## config.mk

```make
export PLATFORM = sky130hd
export DESIGN_NAME = npu_result_argmax
export DESIGN_NICKNAME = d
export VERILOG_FILES = /design/src/rtl/npu_result_argmax.sv
export SDC_FILE = /design/constraint.sdc
export NUM_CORES = 1
export LEC_CHECK = 0
export CAP_MARGIN = 30
export CORE_UTILIZATION = 42
export DETAILED_ROUTE_END_ITERATION = 8
export PLACE_DENSITY_LB_ADDON = 0.3
export RECOVER_POWER = 100
export SETUP_SLACK_MARGIN = 0.1
export SYNTH_ARGS = -nofsm -noshare
export SYNTH_HDL_FRONTEND = slang
export SYNTH_SLANG_ARGS = --single-unit
```

## constraint.sdc

```tcl
create_clock -name clk_i -period 6.2 [get_ports clk_i]
set_input_delay 1.86 -clock clk_i [delete_from_list [all_inputs] [get_ports clk_i]]
set_output_delay 1.86 -clock clk_i [all_outputs]
set_load 0.01 [all_outputs]
```

## src/rtl/npu_result_argmax.sv

```systemverilog
// Scans NUM_ENTRIES result bytes through a 2-cycle-latency RAM read port and reports argmax/max.
// Optional define NPU_ARGMAX_TOP2_EN adds second_o (index of the second-largest score).
module npu_result_argmax #(
    parameter int NUM_ENTRIES = 10,
    parameter int BASE_ADDR   = 0,
    parameter bit SIGNED_CMP  = 1'b1
) (
    input  logic       clk_i,
    input  logic       rst_i,
    input  logic       start_i,
    input  logic       ram_wr_i,
    input  logic [7:0] rslt_data_i,
    output logic [7:0] rslt_addr_o,
    output logic       busy_o,
    output logic       done_o,
    output logic       err_o,
    output logic [7:0] class_o,
    output logic [7:0] max_o
`ifdef NPU_ARGMAX_TOP2_EN
    ,
    output logic [7:0] second_o
`endif
);

    localparam logic [7:0] FIRST_ADDR = 8'(BASE_ADDR);
    localparam logic [7:0] LAST_IDX   = 8'(NUM_ENTRIES - 1);

    typedef enum logic [1:0] {IDLE, SCAN, DRAIN, DONE} state_t;

    state_t     state;
    state_t     state_next;
    logic       accept;
    logic       abort;
    logic [7:0] idx;
    logic       drain_last;
    logic       vld0;
    logic       vld1;
    logic [7:0] idx1;
    logic       have_best;
    logic [7:0] best_val;
    logic [7:0] best_idx;
`ifdef NPU_ARGMAX_TOP2_EN
    logic       have_sec;
    logic [7:0] sec_val;
    logic [7:0] sec_idx;
`endif

    function automatic logic greater(input logic [7:0] a, input logic [7:0] b);
        if (SIGNED_CMP)
            return $signed(a) > $signed(b);
        else
            return a > b;
    endfunction

    assign accept = (state == IDLE) && start_i && !ram_wr_i;
    assign abort  = ram_wr_i && ((state == SCAN) || (state == DRAIN));

    // NOTE: reset is synchronous; rst_i is only looked at on the rising clock edge.
    always_ff @(posedge clk_i) begin
        if (!rst_i)
            state <= IDLE;
        else
            state <= state_next;
    end

    // NOTE: state_next gets a default before the case so no path leaves it unassigned (no latch).
    always_comb begin
        state_next = state;
        case (state)
            IDLE:    if (accept) state_next = SCAN;
            SCAN: begin
                if (abort)
                    state_next = DONE;
                else if (idx == LAST_IDX)
                    state_next = DRAIN;
            end
            DRAIN:   if (abort || drain_last) state_next = DONE;
            DONE:    state_next = IDLE;
            default: state_next = IDLE;
        endcase
    end

    always_comb begin
        busy_o = (state != IDLE);
        done_o = (state == DONE);
    end

    // NOTE: all state below uses non-blocking assignments so every register sees pre-edge values.
    always_ff @(posedge clk_i) begin
        if (!rst_i) begin
            rslt_addr_o <= '0;
            err_o       <= 1'b0;
            class_o     <= '0;
            max_o       <= '0;
            idx         <= '0;
            drain_last  <= 1'b0;
            vld0        <= 1'b0;
            vld1        <= 1'b0;
            idx1        <= '0;
            have_best   <= 1'b0;
            best_val    <= '0;
            best_idx    <= '0;
`ifdef NPU_ARGMAX_TOP2_EN
            second_o    <= '0;
            have_sec    <= 1'b0;
            sec_val     <= '0;
            sec_idx     <= '0;
`endif
        end else begin
            // Tag pipe: vld0 marks an address on the bus, vld1 marks its data arriving.
            vld0 <= (state_next == SCAN);
            vld1 <= vld0 && !abort;
            idx1 <= idx;

            case (state)
                IDLE: begin
                    if (accept) begin
                        rslt_addr_o <= FIRST_ADDR;
                        idx         <= '0;
                        err_o       <= 1'b0;
                        drain_last  <= 1'b0;
                    end
                end
                SCAN: begin
                    if (abort) begin
                        err_o <= 1'b1;
                    end else if (idx != LAST_IDX) begin
                        rslt_addr_o <= rslt_addr_o + 8'd1;
                        idx         <= idx + 8'd1;
                    end
                end
                DRAIN: begin
                    if (abort) begin
                        err_o <= 1'b1;
                    end else if (drain_last) begin
                        class_o  <= best_idx;
                        max_o    <= best_val;
`ifdef NPU_ARGMAX_TOP2_EN
                        second_o <= sec_idx;
`endif
                    end else begin
                        drain_last <= 1'b1;
                    end
                end
                default: ;
            endcase

            if (accept) begin
                have_best <= 1'b0;
                best_val  <= '0;
                best_idx  <= '0;
`ifdef NPU_ARGMAX_TOP2_EN
                have_sec  <= 1'b0;
                sec_val   <= '0;
                sec_idx   <= '0;
`endif
            end else if (vld1) begin
                // Strict compares keep the earliest index on ties.
                if (!have_best) begin
                    have_best <= 1'b1;
                    best_val  <= rslt_data_i;
                    best_idx  <= idx1;
`ifdef NPU_ARGMAX_TOP2_EN
                    sec_val   <= rslt_data_i;
                    sec_idx   <= idx1;
`endif
                end else if (greater(rslt_data_i, best_val)) begin
                    best_val <= rslt_data_i;
                    best_idx <= idx1;
`ifdef NPU_ARGMAX_TOP2_EN
                    have_sec <= 1'b1;
                    sec_val  <= best_val;
                    sec_idx  <= best_idx;
                end else if (!have_sec || greater(rslt_data_i, sec_val)) begin
                    have_sec <= 1'b1;
                    sec_val  <= rslt_data_i;
                    sec_idx  <= idx1;
`endif
                end
            end
        end
    end

endmodule

```

# [After elaboration in Yosys (flattened, before gate mapping)]
# Index checks and enable logic that the tools add are counted.
# Widths: inputs -> output; s select.
[word_totals] rom_bits=0 ram_bits=0 word_cells=75 inputBits=12 ff_bits=63 latchBits=0 memories=0 output_inout_bits=27
[classes] n_shift=0 n_lt_le_gt_ge=1 bitwise_logic=2 n_addsub=2 div=0 n_mux=25 n_eq_ne=12 n_mul=0 reduce_logical=20
[op_table] cell="$mux 8" count=9
[op_table] cell="$pmux 8 s2" count=2
[op_table] cell="$add 8x1->8 const B" count=2
[op_table] cell="$reduce_and 3->1" count=3
[op_table] cell="$eq 8x4->1 const B" count=1
[op_table] cell="$gt 8x8->1" count=1
[op_table] cell="$mux 2" count=4
[op_table] cell="$ne 8x4->1 const B" count=1
[op_table] cell="$pmux 2 s4" count=1
[op_table] cell="$reduce_bool 2->1" count=4
[op_table] cell="$mux 1" count=7
[op_table] cell="$ne 2x1->1 const B" count=3
[op_table] cell="$ne 2x2->1 const B" count=3
[op_table] cell="$eq 2x1->1 const B" count=2
[op_table] cell="$eq 2x2->1 const B" count=2
[op_table] cell="$logic_and 1x1->1" count=4
[op_table] cell="$pmux 1 s2" count=2
[op_table] cell="$reduce_and 4->1" count=1
[op_table] cell="$reduce_or 2->1" count=2
[op_table] cell="$logic_not 1->1" count=2
[op_table] cell="$logic_not 2->1" count=1
[op_table] cell="$logic_or 1x1->1" count=2
[op_table] cell="$not 1->1" count=2
[op_table] cell="$reduce_and 2->1" count=1

# [Longest topological paths before layout]
[logic_depth] word_depth=7 mapped_depth=9

# [Worst setup path after synthesis]
# OpenSTA, ideal clock, no wires.
[synth_path] path_kind="input to register" from="input port rslt_data_i[7]" to="register best_idx[6]" setup_time_ns=0.120 n_path_buf=1 path_slack_ns=2.741 required_ns=6.080 cell_stages=7 arrival_ns=3.340 path_cell_list="ha_1 > nand4_1 > o221a_2 > a221o_2 > buf_2 > nand3_1 > a21boi_1"
[synth_between] elab_chain_len=7
[synth_rtl] element="start, declared" line="12" source="input logic [7:0] rslt_data_i,"
[synth_rtl] element="$gt 8x8->1" line="50" source="return $signed(a) > $signed(b);"
[synth_rtl] element="$mux 1" line="159" source="if (!have_best) begin"
[synth_rtl] element="$mux 1" line="157" source="end else if (vld1) begin"
[synth_rtl] element="$mux 1" line="148" source="if (accept) begin"
[synth_rtl] element="$mux 1" line="90" source="if (!rst_i) begin"
[synth_rtl] element="$ne 2x1->1 (no line)"
[synth_rtl] element="$reduce_and 2->1 (no line)"
[synth_rtl] element="end signal, assigned" line="162" source="best_idx <= idx1;"
[synth_rtl] element="end signal, assigned" line="169" source="best_idx <= idx1;"
[synth_rtl] element="end, declared" line="41" source="logic [7:0] best_idx;"
# Every way passes these cells. The select of a mux whose other input is x is not followed.
# A chain may end at the register's enable or synchronous reset.

# [Final worst setup path]
[layout_path] from="input port rst_i" to="register best_val[1]"
[layout_between] elab_chain_len=2
[layout_rtl] element="start, declared" line="9" source="input logic rst_i,"
[layout_rtl] element="$not 1->1 (no line)"
[layout_rtl] element="$reduce_or 2->1 (no line)"
[layout_rtl] element="end signal, assigned" line="161" source="best_val <= rslt_data_i;"
[layout_rtl] element="end signal, assigned" line="168" source="best_val <= rslt_data_i;"
[layout_rtl] element="end, declared" line="40" source="logic [7:0] best_val;"
# Every way passes these cells.

==> flow_summary.toml <==
[layout]
drive_gt1_share_pct = 7.084
utilization_pct = 52.82
syn_to_final_growth_pct = 21.99
nFillCells = 673
nets = 389
register_area_um2 = 1261
mostFrequentLayoutCells = "dfxtp_1 (63), nand2_1 (37), a21boi_0 (34)"
n_antenna_cell = 0
stdcell_count = 463
multiInputGateArea_um2 = 1514
final_common_cell = "dfxtp_1"
finalInstanceArea_um2 = 3588

[global_routing]
use_met2_pct = 29.16
grt_pass1_wl_um = 9763
grtUsageTotal_pct = 16.96
use_met1_pct = 19.57
first_global_vias = 2150
grt_overflow = 0
grt_antenna_before_repair = 0
use_met3_pct = 6.449
grt_max_degree = 36
busiest_layer = "met2"

[power_and_ir_drop]
pwr-share-comb_pct = 7.1
p_total_w = 0.0008783
p_leak_nw = 1.290
seqPwrFrac_pct = 47.0
internal-power_w = 0.0006664
p_sw_w = 0.0002119
p_sw_share_pct = 24.13
ir_drop_uv = 186.7
power_frac_clock_pct = 45.9
p_per_area_nw_per_um2 = 244.8

[sta]
min_period_ps = 4026
clock-skew-final_ps = 9.109
rsz0062_at_grt = "false"
slew_viol_final = 0
hold_violations = 0
tightestPinTransition_ps = 1249
fmax_mhz = 248.4
post-route-period-util_pct = 64.93
setup_viol = 0
setup_tns_ps = 0
relSlewSlack_pct = 16.74

[worst_setup_path]
regToRegSetupSlack_ps = 3660
critPathMaxFanout = 35
worst_setup_path_end_kind = "flop"
r2r_start = "state[0]"
max_stage_delay_ps = 910
criticalPathCategory = "primary input to flop"
crit_cells = 4
rr_endpoint = "rslt_addr_o[1]"
cp_slowest_cell = "clkbuf_1"
crit_buf_inv = 2
rr_worst_depth = 6
worstSetupStartpointType = "primary input"
arrival_ps = 4280
path_delay_family = "buffers and inverters"
required_ps = 6460
crit_chain = "dlygate4sd3_1 -> clkbuf_1 -> and2_0 -> a21boi_0"

[die]
dieArea_um2 = 7343
core_area_um2 = 6794
die_w_um = 85.69
ioPinCount = 39
start_util_pct = 43.30
rows = 30
die_height_um = 85.69

[placement]
dpl-instance-area_um2 = 3373
place.gp.congestion = 0.8092
portBuffers = 38
hpwl_um = 3913
place_inst = 447

[synthesis]
synth_seq_cells = 63
seq_area_frac_synth_pct = 42.88
netlist_area_um2 = 2942
yosysTopAreaCellShare_pct = 42.88
yosysUniqueCellTypes = 44
synth_fp_nets = 356
synth_area_leader_cell = "dfxtp_1"
yosysWarnings = 0
syn-instance-count = 329
ys_top_cells_by_area = "dfxtp_1 (43%), ha_1 (6.4%), a21boi_0 (6.1%), nand2_1 (4.7%), xnor2_1 (3.9%)"
avgSynthCellArea_um2 = 8.941

[clock_tree]
insertion_delay_ps = 340
postCtsSetupRepairBufs = 0
cts.clk_slew.worst_paths_ps = 80
htree_num_levels = 3
cts_hold_buffers = 0
post_cts_resized = 0
clkSinkCount = 63
cts_tree = "built"
clockBufferDepth = 2
cts_root_buf = "clkbuf_8"
numCtsBuffers = 9

[worst_hold_path]
min_path_type = "flop to flop"
hold_depth = 2
min_to = "max_o[4]"
min-delay-start = "max_o[4]"

[drt]
wl_um = 5822
drc = 0
firstDrtPassIters = 5
num_vias = 2302
antenna_left = 0
wl_per_cell_um = 12.57
via_per_inst = 4.972
drt-initial-drc-count = 96

[job]
max_cap_viol_count = 0

[outcome]
status = "complete, no violations"
stage by stage:
step	hold slack, ps	worst slack (ps)
CTS	463.2	2355
floorplan	436.7	2741
global placement	441.0	2122
detailed placement	454.4	2005
global route	482.1	1871
finish	462.7	2174
routing by layer:
| layer | vias to the layer above | wire (um) |
|---|---|---|
| met5 | - | 0 |
| met4 | 0 | 59 |
| met3 | 5 | 262 |
| met2 | 39 | 2819 |
| met1 | 1058 | 2681 |
| li1 | 1200 | - |
tightest hold or removal path, stage by stage (launching register included):
cell	delay, ps
dfxtp_1	310
nand2_1	40
a21boi_0	60
synthesized netlist by cell type, drive strengths merged:
cell type / count
a2111oi: 2
a211o: 1
a211oi: 8
a21bo: 1
a21boi: 34
a21oi: 9
a221o: 2
a221oi: 1
and2: 12
and3: 7
and3b: 1
buf: 6
clkbuf: 12
dfxtp: 63
ha: 15
inv: 21
mux2i: 2
nand2: 37
nand2b: 2
nand3: 22
nand3b: 3
nand4: 3
nor2: 17
nor2b: 3
nor3b: 1
nor4b: 1
o211ai: 1
o21a: 1
o21ai: 22
o221a: 1
o311ai: 1
o41ai: 1
or2: 1
or3b: 1
or4b: 1
xnor2: 13
state kept, by name (all words and copies together), names as in the netlist:
signal / count
have_best: 1
idx: 8
class_o: 8
idx1: 8
drain_last: 1
best_val: 8
vld0: 1
err_o: 1
best_idx: 8
vld1: 1
state: 2
max_o: 8
rslt_addr_o: 8
power by group through the flow:
| stage | clock, W | sequential [W] | combinational, W |
|---|---|---|---|
| floorplan | 0 | 0.000421 | 0.0000450 |
| global placement | 0 | 0.000422 | 0.0000635 |
| detailed placement | 0 | 0.000422 | 0.0000643 |
| CTS | 0.000415 | 0.000413 | 0.0000647 |
| global route | 0.000429 | 0.000413 | 0.0000700 |
| finish | 0.000403 | 0.000413 | 0.0000627 |
logic make-up (layout without fill, tap and decap cells):
kind of cell | count (synthesis) | after routing | share of synthesized area [%]
adders and majority gates | 15 | 15 | 6.380
and+or+nand+nor | 112 | 112 | 18.97
AOI/OAI and AO/OA | 85 | 85 | 21.69
muxes | 2 | 2 | 0.6806
xor gates and xnor gates | 13 | 13 | 3.871
DFF | 63 | 63 | 42.88
buffers and inverters | 39 | 77 | 5.530
worst max-delay path by stage:
stage | start | to | slack [ps]
2_1_floorplan | rslt_data_i[7] | best_idx[6] | 2740
3_3_place_gp | rslt_data_i[7] | best_val[3] | 2120
3_5_place_dp | rslt_data_i[7] | best_idx[3] | 2010
4_1_cts | rslt_data_i[5] | best_idx[3] | 2350
5_1_grt | rst_i | best_idx[4] | 1870
6_report | rst_i | best_val[1] | 2170
area by class of cell:
cell class	count	share of cell area, %
Clock inverter	7	2.859
Inverter	21	2.197
Timing Repair Buffer	40	10.81
Multi-Input combinational cell	227	42.19
Tap cell	96	3.347
Clock buffer	9	3.452
Sequential cell	63	35.15
Note: power is estimated with default switching activity, not from simulation.
